$ cat config.mk
export PLATFORM = sky130hd
export DESIGN_NAME = lsu_arbiter
export DESIGN_NICKNAME = d
export VERILOG_FILES = /design/src/rtl/lsu_arbiter.sv
export SDC_FILE = /design/constraint.sdc
export NUM_CORES = 1
export LEC_CHECK = 0
export ABC_AREA = 1
export BUFFER_PORTS_ARGS = -buffer_cell sky130_fd_sc_hd__buf_2
export CORE_AREA = 2 2 108 110
export DETAILED_ROUTE_END_ITERATION = 16
export DIE_AREA = 0 0 110 112
export GPL_TIMING_DRIVEN = 1
export PLACE_DENSITY_LB_ADDON = 0.3
export SLEW_MARGIN = 20
export SYNTH_ARGS = -nofsm -noshare
export SYNTH_HDL_FRONTEND = slang
export SYNTH_SLANG_ARGS = --single-unit
$ cat constraint.sdc
create_clock -name i_clk -period 2.1 [get_ports i_clk]
set_clock_uncertainty 0.1 [all_clocks]
set_input_delay 0.105 -clock i_clk [delete_from_list [all_inputs] [get_ports i_clk]]
set_output_delay 0.105 -clock i_clk [all_outputs]
set_load 0.01 [all_outputs]
$ cat src/rtl/lsu_arbiter.sv
// Two-port arbiter in front of the MEM-stage LSU: port A (pipeline) has priority,
// port B (debug/loader) is force-granted after MAX_WAIT refusals; read data is routed back by owner.
module lsu_arbiter #(
    parameter int RD_LATENCY = 1,
    parameter int MAX_WAIT   = 8
) (
    input  logic        i_clk,
    input  logic        i_reset,
    input  logic        i_req_a,
    input  logic [31:0] i_addr_a,
    input  logic [31:0] i_wdata_a,
    input  logic [3:0]  i_bmask_a,
    input  logic        i_wren_a,
    input  logic        i_req_b,
    input  logic [31:0] i_addr_b,
    input  logic [31:0] i_wdata_b,
    input  logic [3:0]  i_bmask_b,
    input  logic        i_wren_b,
    output logic        o_gnt_a,
    output logic        o_gnt_b,
    output logic        o_stall_mem,
    output logic [31:0] o_lsu_addr,
    output logic [31:0] o_lsu_wdata,
    output logic [3:0]  o_lsu_bmask,
    output logic        o_lsu_wren,
    input  logic [31:0] i_lsu_rdata,
    output logic        o_rvalid_a,
    output logic        o_rvalid_b,
    output logic [31:0] o_rdata
);

    typedef enum logic {A_PRIO, B_FORCE} state_t;

    localparam logic [8:0] MAX_W = 9'(MAX_WAIT);

    state_t      state, state_nxt;
    logic [7:0]  wait_cnt, wait_nxt;
    logic        gnt_a, gnt_b, gnt_any;
    logic [31:0] addr_q, wdata_q;
    logic [3:0]  bmask_q;
    logic        rd_push;
    logic [RD_LATENCY-1:0] vld_pipe, own_pipe;

    always_ff @(posedge i_clk or negedge i_reset) begin
        if (!i_reset) begin
            state    <= A_PRIO;
            wait_cnt <= 8'd0;
        end else begin
            state    <= state_nxt;
            wait_cnt <= wait_nxt;
        end
    end

    // Grants are suppressed while reset is held so nothing reaches the LSU.
    always_comb begin
        gnt_a     = 1'b0;
        gnt_b     = 1'b0;
        state_nxt = state;
        wait_nxt  = wait_cnt;
        case (state)
            A_PRIO: begin
                if (i_req_a)      gnt_a = 1'b1;
                else if (i_req_b) gnt_b = 1'b1;
                if (i_req_b && !gnt_b) begin
                    wait_nxt = wait_cnt + 8'd1;
                    if ({1'b0, wait_cnt} + 9'd1 >= MAX_W) state_nxt = B_FORCE;
                end else begin
                    wait_nxt = 8'd0;
                end
            end
            B_FORCE: begin
                gnt_b     = i_req_b;
                state_nxt = A_PRIO;
                wait_nxt  = 8'd0;
            end
            default: begin
                state_nxt = A_PRIO;
                wait_nxt  = 8'd0;
            end
        endcase
        if (!i_reset) begin
            gnt_a = 1'b0;
            gnt_b = 1'b0;
        end
    end

    assign gnt_any     = gnt_a | gnt_b;
    assign o_gnt_a     = gnt_a;
    assign o_gnt_b     = gnt_b;
    assign o_stall_mem = i_reset & i_req_a & ~gnt_a;

    // Same-cycle mux on grant; otherwise hold the last issued address/data, never write.
    always_comb begin
        o_lsu_addr  = addr_q;
        o_lsu_wdata = wdata_q;
        o_lsu_bmask = bmask_q;
        o_lsu_wren  = 1'b0;
        if (gnt_a) begin
            o_lsu_addr  = i_addr_a;
            o_lsu_wdata = i_wdata_a;
            o_lsu_bmask = i_bmask_a;
            o_lsu_wren  = i_wren_a;
        end else if (gnt_b) begin
            o_lsu_addr  = i_addr_b;
            o_lsu_wdata = i_wdata_b;
            o_lsu_bmask = i_bmask_b;
            o_lsu_wren  = i_wren_b;
        end
    end

    always_ff @(posedge i_clk or negedge i_reset) begin
        if (!i_reset) begin
            addr_q  <= 32'd0;
            wdata_q <= 32'd0;
            bmask_q <= 4'd0;
        end else if (gnt_any) begin
            addr_q  <= o_lsu_addr;
            wdata_q <= o_lsu_wdata;
            bmask_q <= o_lsu_bmask;
        end
    end

    // Owner bit: 0 = port A, 1 = port B. The tail lines up with i_lsu_rdata.
    assign rd_push = gnt_any & ~o_lsu_wren;

    always_ff @(posedge i_clk or negedge i_reset) begin
        if (!i_reset) begin
            vld_pipe <= '0;
            own_pipe <= '0;
        end else begin
            for (int i = RD_LATENCY - 1; i > 0; i--) begin
                vld_pipe[i] <= vld_pipe[i-1];
                own_pipe[i] <= own_pipe[i-1];
            end
            vld_pipe[0] <= rd_push;
            own_pipe[0] <= gnt_b;
        end
    end

    assign o_rvalid_a = vld_pipe[RD_LATENCY-1] & ~own_pipe[RD_LATENCY-1];
    assign o_rvalid_b = vld_pipe[RD_LATENCY-1] &  own_pipe[RD_LATENCY-1];
    assign o_rdata    = i_reset ? i_lsu_rdata : 32'd0;

endmodule

# Word-level counts from Yosys, hierarchy flattened
# Index checks and enable logic that the tools add are counted.
[totals] output_inout_bits=106 regBits=79
[op_classes] mux=22 add_sub_neg=2 bitwise_logic=10 n_lt_le_gt_ge=1 n_reduce_logical=2
[op_table] cell="32-bit two-way mux" count=5
[op_table] cell="8-bit case mux with 2 select lines" count=1
[op_table] cell="1-bit two-way mux" count=11
[op_table] cell="8-bit by 1-bit adder with 9-bit output, second input constant" count=1
[op_table] cell="9-bit by 4-bit >= comparator with 1-bit output, second input constant" count=1
[op_table] cell="8-bit by 1-bit adder with 8-bit output, second input constant" count=1
[op_table] cell="4-bit two-way mux" count=2
[op_table] cell="8-bit two-way mux" count=1
[op_table] cell="1-bit AND" count=5
[op_table] cell="1-bit inverter" count=4
[op_table] cell="1-bit case mux with 2 select lines" count=2
[op_table] cell="1-bit logical AND" count=1
[op_table] cell="1-bit zero test" count=1
[op_table] cell="1-bit OR" count=1

# Longest topological paths before layout
# Gate-level depths: netlist (run 1).
[depth] depth_word=9 ltp_mapped=10 depth_no_buf=8

# Worst setup path before layout (run 1)
# OpenSTA, ideal clock, no wires.
[synth_path] kind="register to register" from="register wait_cnt[0]" to="register state" required_time_ps=1873 path_buffers=0 stages_incl_launch_ff=7 path_slack_ps=749 arrival_time_ps=1124 setup_time_ps=127 period_less_slack_ps=1351 path_cell_list="dfrtp_1 -> ha_1 -> nand3_1 -> xor2_1 -> nand3_1 -> nor2_1 -> nor2_1"
[synth_between] elab_chain_len=5
[synth_rtl] item="start, declared" line="37" source="logic [7:0] wait_cnt, wait_nxt;"
[synth_rtl] item="start signal, assigned" line="50" source="wait_cnt <= wait_nxt;"
[synth_rtl] item="8-bit by 1-bit adder with 9-bit output" line="66" source="if ({1'b0, wait_cnt} + 9'd1 >= MAX_W) state_nxt = B_FORCE;"
[synth_rtl] item="9-bit by 4-bit >= comparator with 1-bit output" line="66"
[synth_rtl] item="1-bit two-way mux" line="66"
[synth_rtl] item="1-bit two-way mux" line="64" source="if (i_req_b && !gnt_b) begin"
[synth_rtl] item="1-bit case mux with 2 select lines" line="60" source="case (state)"
[synth_rtl] item="via state_nxt" line="36" source="state_t state, state_nxt;"
[synth_rtl] item="end signal, assigned" line="49" source="state <= state_nxt;"
[synth_rtl] item="end, declared" line="36"
# The timed path passes the listed nets, and every way through them passes these cells.
# A chain may end at the register's enable or synchronous reset.

# Final worst setup path (run 1)
[layout_path] from="register state" to="register wdata_q[9]"
[layout_between] elab_chain_len=5 elab_cells_between_ends=8 classes_between="6 x mux; 2 x bitwise"
[layout_rtl] item="1-bit inverter"
[layout_rtl] item="1-bit case mux with 2 select lines" line="60"
[layout_rtl] item="1-bit two-way mux" line="81" source="if (!i_reset) begin"
[layout_rtl] item="32-bit two-way mux" line="103" source="end else if (gnt_b) begin"
[layout_rtl] item="32-bit two-way mux" line="98" source="if (gnt_a) begin"
[layout_rtl] item="end signal, assigned" line="118" source="wdata_q <= o_lsu_wdata;"
[layout_rtl] item="end, declared" line="39" source="logic [31:0] addr_q, wdata_q;"
# Parallel ways exist; a longest one is shown, timed or not.

==> reports/metrics.csv, run 1 <==
metric,value,unit
period_needed,1952,ps
async_flop_share,1.000,
synth_seq_cells,79,
synth_cells,566,
drtAntennaViolNets,0,
worstPathRequired,2260,ps
row_count,39,
synthTopCellsByCount,"nand2_1, nand3_1, dfrtp_1",
htreeDepth,3,
layout_setup_ws,147.7,ps
synth_top_area_cell,dfrtp_1,
outcome,finished clean,
syn_nets,741,
start_util,0.3649,
power.leakage,4.301,nW
synth.avg_cell_area,7.204,um^2
ff2ff_path_depth,9,
via_per_inst,4.646,
grt_max_degree,52,
area_growth,79.07,%
synth_top_area_frac,0.4848,
drv_slew,0,
place_hpwl,9408,um
hold_depth,3,
post-synth-top-count-cell,nand2_1,
cts_max_path_buffers,2,
hold_violations,0,
ys_seq_area_frac,0.4848,
worstSkewPairLatency,320,ps
setup_violations,0,
end_kind,flip-flop,
cp_max_fo,29,
chipHeight,112,um
gp_congestion,0.8635,
p_sw,1.290,mW
drt-pass1-iter-count,6,
finalNetCount,1155,
cp.arrival,2110,ps
pre_cts_ws,471.9,ps
fp.dieW,110,um
startpoint_type,flip-flop,
drive_gt1_frac,0.3140,
dieArea,12320,um^2
setup.worst_path.class,flip-flop to flip-flop,
cap_violations,0,
worstHoldPathType,input port to flip-flop,
cts_tree,built,
cts_sinks,79,
slew_headroom,0.5354,
synth_ff_type,dfrtp_1,
port-buffer-count,279,
switching_share,0.2796,
core_area,11170,um^2
yosys_warnings,0,
synth-edff-count,0,
gr-total-overflow,0,
cts_setup_buffers,0,
seqPwrFrac,0.381,
drc_errors,0,
n_antenna_cell,0,
syn_area,4078,um^2
vias,5236,
period_share,0.9297,
ir_drop,0.0004873,V
rsz0062_at_grt,no,
cellPowerDensity,632.1,nW/um^2
io_pins,280,
clock_power_share,0.309,
p_comb_frac,0.310,
p_int,3.325,mW
cts_buffers,9,
synthTopCellsByArea,"dfrtp_1, nand2_1, nand3_1, inv_1, buf_2",
ys_types,18,
path_clk_slew,60,ps
wirelength,14080,um
track_usage,0.2254,
post_drt_wl_per_cell,12.50,um
cts_root_buf,clkbuf_16,
finalSetupTns,0,ps
tightest_slew,694.6,ps
antenna_found_initial,0,
grt_pass1_vias,4886,
grt_pass1_wl,21790,um
max_clock_freq,0.5122,GHz
drtIter0Drc,293,
==> what timing repair did <==
item / in CTS / in global routing
resized for setup: 0 / 6
endpoints found under the hold margin: 102 / 0
endpoints found under the setup margin: 0 / 67
hold buffers: 140 / 0
==> state kept, by name, indices dropped and copies added, names as in the netlist <==
signal,count
addr_q,32
wdata_q,32
vld_pipe,1
own_pipe,1
wait_cnt,8
bmask_q,4
state,1
==> final timing paths <==
path                        startpoint  slack, ps     endpoint
max                              state        150   wdata_q[9]
min                            i_req_b         80     own_pipe
max reg2reg                      state        150   wdata_q[9]
min reg2reg                wait_cnt[0]        380  wait_cnt[0]
max in group asynchronous      i_reset        610  wdata_q[23]
min in group asynchronous      i_reset        340    addr_q[8]
==> critical path, cell delays in order (launching register included) <==
cell and delay (ps):
dfrtp_1 360, inv_1 60, nand2_2 60, inv_2 70, nand2_2 50, inv_2 60, buf_4 290, nand2_1 150
nand3_1 110, dlygate4sd3_1 550
==> power by group through the flow <==
stage,combinational [mW],sequential (mW),clock [mW]
6_report,1.43,1.76,1.43
5_1_grt,1.58,1.78,1.53
4_1_cts,1.41,1.76,1.47
3_5_place_dp,1.04,1.79,0
3_3_place_gp,1.04,1.78,0
2_1_floorplan,0.550,1.77,0
==> metrics by stage <==
step / hold WS, ps / utilization / area, um^2 / std cells / power (mW)
final: 82.39 / 0.6535 / 7302 / 1127 / 4.616
after detailed placement: 8.002 / 0.5018 / 5608 / 972 / 2.830
after floorplan: -290.6 / - / 4078 / 566 / 2.324
after global routing: 87.51 / 0.6535 / 7302 / 1127 / 4.893
after CTS: 134.8 / 0.6519 / 7284 / 1127 / 4.638
after global placement: 7.311 / 0.5018 / 5608 / 972 / 2.816
==> cells in the final DEF (no fill, tap or decap), types with 2 or more instances in the layout <==
cell           Yosys  layout
dfrtp_1           79      79
buf_2             19     278
inv_1             39      39
buf_4              1       5
inv_2              4       3
dlygate4sd3_1      0     140
buf_12             0       2
clkbuf_8           0       2
o21bai_1           2       2
nand3_1          143     143
buf_6              1       2
nor2_1            16      16
clkbuf_16          0       9
nand2_1          250     250
clkinv_2           0       2
nand2_2            2       2
xor2_1             2       2
==> cell type report <==
| class | count | area, um^2 |
|---|---|---|
| fillers | 907 | 3872 |
| flip-flops and latches | 79 | 1977 |
| repair buffers | 428 | 2908 |
| inverters | 43 | 163.9 |
| clock buffers | 12 | 256.5 |
| multi-input cells | 419 | 1799 |
| clock inverters | 3 | 18.77 |
| well taps | 143 | 178.9 |
==> routing by layer <==
metal / part of all wire / vias to the layer above / track usage
met5: 0 / - / 0
li1: - / 2622 / -
met4: 0.023 / 0 / 0.08608
met1: 0.40 / 2365 / 0.2430
met3: 0.088 / 33 / 0.06557
met2: 0.49 / 216 / 0.4074
==> cell families (layout without fill, tap and decap cells) <==
kind of cell | after synthesis | after routing | synth area share
simple gates | 412 | 412 | 0.4259
flops | 79 | 79 | 0.4848
buf+inv | 68 | 486 | 0.07395
compound gates | 3 | 3 | 0.005829
xor+xnor | 3 | 3 | 0.006445
fa+ha+maj | 1 | 1 | 0.003068
Note: power is estimated with default switching activity, not from simulation.
==> run 2: changes to the inputs <==
==> constraint.sdc (replaced) <==
create_clock -name i_clk -period 2.1 [get_ports i_clk]
set_clock_uncertainty 0.1 [all_clocks]
set_input_delay 0.315 -clock i_clk [delete_from_list [all_inputs] [get_ports i_clk]]
set_output_delay 0.315 -clock i_clk [all_outputs]
set_load 0.01 [all_outputs]
==> run 2 against run 1 <==
Effect of this change: register-to-register slack improved by 460 ps; fmax down 3.1%; setup slack worse by 62 ps; design area decreased by 17%; first-iteration DRC count is 19% lower.
==> reports/metrics.csv, run 2 (synthesized netlist as in run 1, its figures left out) <==
metric,value,unit,change
worstPathRequired,1680,ps,-580 ps
end_kind,output port,,
finalNetCount,1020,,-12%
post_drt_wl_per_cell,12.87,um,+3.0%
cap_violations,0,,unchanged
final_cell_mix,"buf_2, nand2_1, nand3_1, dfrtp_1, inv_1",,
finalSetupTns,0,ps,unchanged
ir_drop,0.0003786,V,-22%
multi_input_area,1814,um^2,+0.83%
power.leakage,3.745,nW,-13%
drc_errors,0,,unchanged
cts_sinks,79,,unchanged
drive_gt1_frac,0.3741,,+0.06009
port-buffer-count,279,,unchanged
antenna_found_initial,1,,+1
chipHeight,112,um,unchanged
via_per_inst,4.676,,+0.64%
drtAntennaViolNets,0,,unchanged
period_share,0.9592,,+0.02951
setup_violations,0,,unchanged
max_clock_freq,0.4965,GHz,-3.1%
fp.dieW,110,um,unchanged
grt_pass1_vias,4151,,-15%
cp.arrival,1600,ps,-510 ps
outcome,finished clean,,
startpoint_type,flip-flop,,
hold_violations,0,,unchanged
drt-pass1-iter-count,4,,-2
cts_buffers,9,,unchanged
cts_root_buf,clkbuf_16,,
reg.largest.list,"addr_q x32, wdata_q x32, wait_cnt x8",,
slew_headroom,0.6661,,+0.1307
row_count,39,,unchanged
tightest_slew,500.9,ps,-193.7 ps
start_util,0.3649,,unchanged
cp_max_fo,16,,-45%
dieArea,12320,um^2,unchanged
r2r_slack,610,ps,+460 ps
core_area,11170,um^2,unchanged
drtIter0Drc,238,,-19%
io_pins,280,,unchanged
worstHoldPathType,input port to asynchronous set/reset pin,,
n_antenna_cell,0,,unchanged
cts_max_path_buffers,2,,unchanged
htreeDepth,3,,unchanged
final_area,6088,um^2,-17%
gp_congestion,0.8513,,-1.4%
cts_tree,built,,
final_common_cell,buf_2,,
place_hpwl,9354,um,-0.57%
worstSkewPairLatency,330,ps,about the same
area_growth,49.31,%,
fill_cells,1100,,+21%
grt_max_degree,41,,-21%
fin_util,0.5448,,-0.1086
setup.worst_path.class,flip-flop to output port,,
drv_slew,0,,unchanged
grt_pass1_wl,18640,um,-14%
cellPowerDensity,722.5,nW/um^2,+14%
gr-total-overflow,0,,unchanged
track_usage,0.1916,,-0.03384
regArea,1977,um^2,unchanged
power.total,4.399,mW,-4.7%
wirelength,12780,um,-9.3%
period_needed,2014,ps,+61.96 ps
placed_cell_area,5645,um^2,+0.67%
vias,4643,,-11%
path_clk_slew,60,ps,about the same
[run 2: changes by cell type in the layout (fill, tap and decap cells not counted), moves of 3 or more]
cell           before  now
buf_12              2    6
nand2_1           250  246
dlygate4sd3_1     140    0
clkbuf_16           9   13
nand2_2             2    5
[run 2: worst paths after layout]
check,startpoint,to,cells after the start
max in group asynchronous,i_reset,wdata_q[27],3
setup / recovery,state,o_lsu_addr[2],10
hold reg to reg,wdata_q[8],wdata_q[8],2
hold / removal,i_reset,addr_q[7],2
min in group i_clk,i_addr_b[5],addr_q[5],3
setup reg to reg,wait_cnt[0],state,6
[run 2: layer usage]
layer / vias up / global-route usage / wire length (um) / part of all wire
met5: - / 0 / 13 / 0.0010
met4: 2 / 0.06414 / 258 / 0.020
met3: 24 / 0.06557 / 1184 / 0.093
met2: 195 / 0.3235 / 6091 / 0.48
met1: 2066 / 0.2248 / 5230 / 0.41
li1: 2356 / - / - / -
[run 2: where the power goes]
group,switching [mW],internal [mW]
Clock,0.597,0.958
Sequential,0.0502,1.71
Combinational,0.607,0.477
Total,1.25,3.14
[run 2: final cells by class]
class	count	share of cell area
Multi-Input combinational cell	419	0.2980
Tap cell	143	0.02939
Inverter	43	0.02774
Timing Repair Buffer	293	0.2709
Clock buffer	12	0.04048
Sequential cell	79	0.3247
Clock inverter	4	0.008837
[run 2: worst max-delay path, cell delays in order (launching register included)]
cell       delay [ps]
dfrtp_1           360
inv_1              60
nand2_2            60
inv_2              80
nand2_4            60
nand2_2            90
inv_4              70
clkbuf_16         180
nand2_1           100
nand3_1            70
buf_2             140
[run 2: metrics by stage]
stage | hold WS [ps] | std cells | setup slack [ps]
floorplan | -80.59 | 566 | 585.3
CTS | 82.25 | 988 | 19.26
global route | 119.2 | 993 | -9.105
detailed placement | 365.9 | 972 | 246.1
global placement | 359.4 | 972 | 273.7
finish | 95.27 | 993 | 85.74
[run 2: repair_timing]
item | 4_1_cts | 5_1_grt
hold buffers | 0 | 0
pin swaps | 0 | 1
setup buffers | 0 | 1
resized for setup | 1 | 10
setup endpoints to repair | 31 | 44
gates cloned | 0 | 4
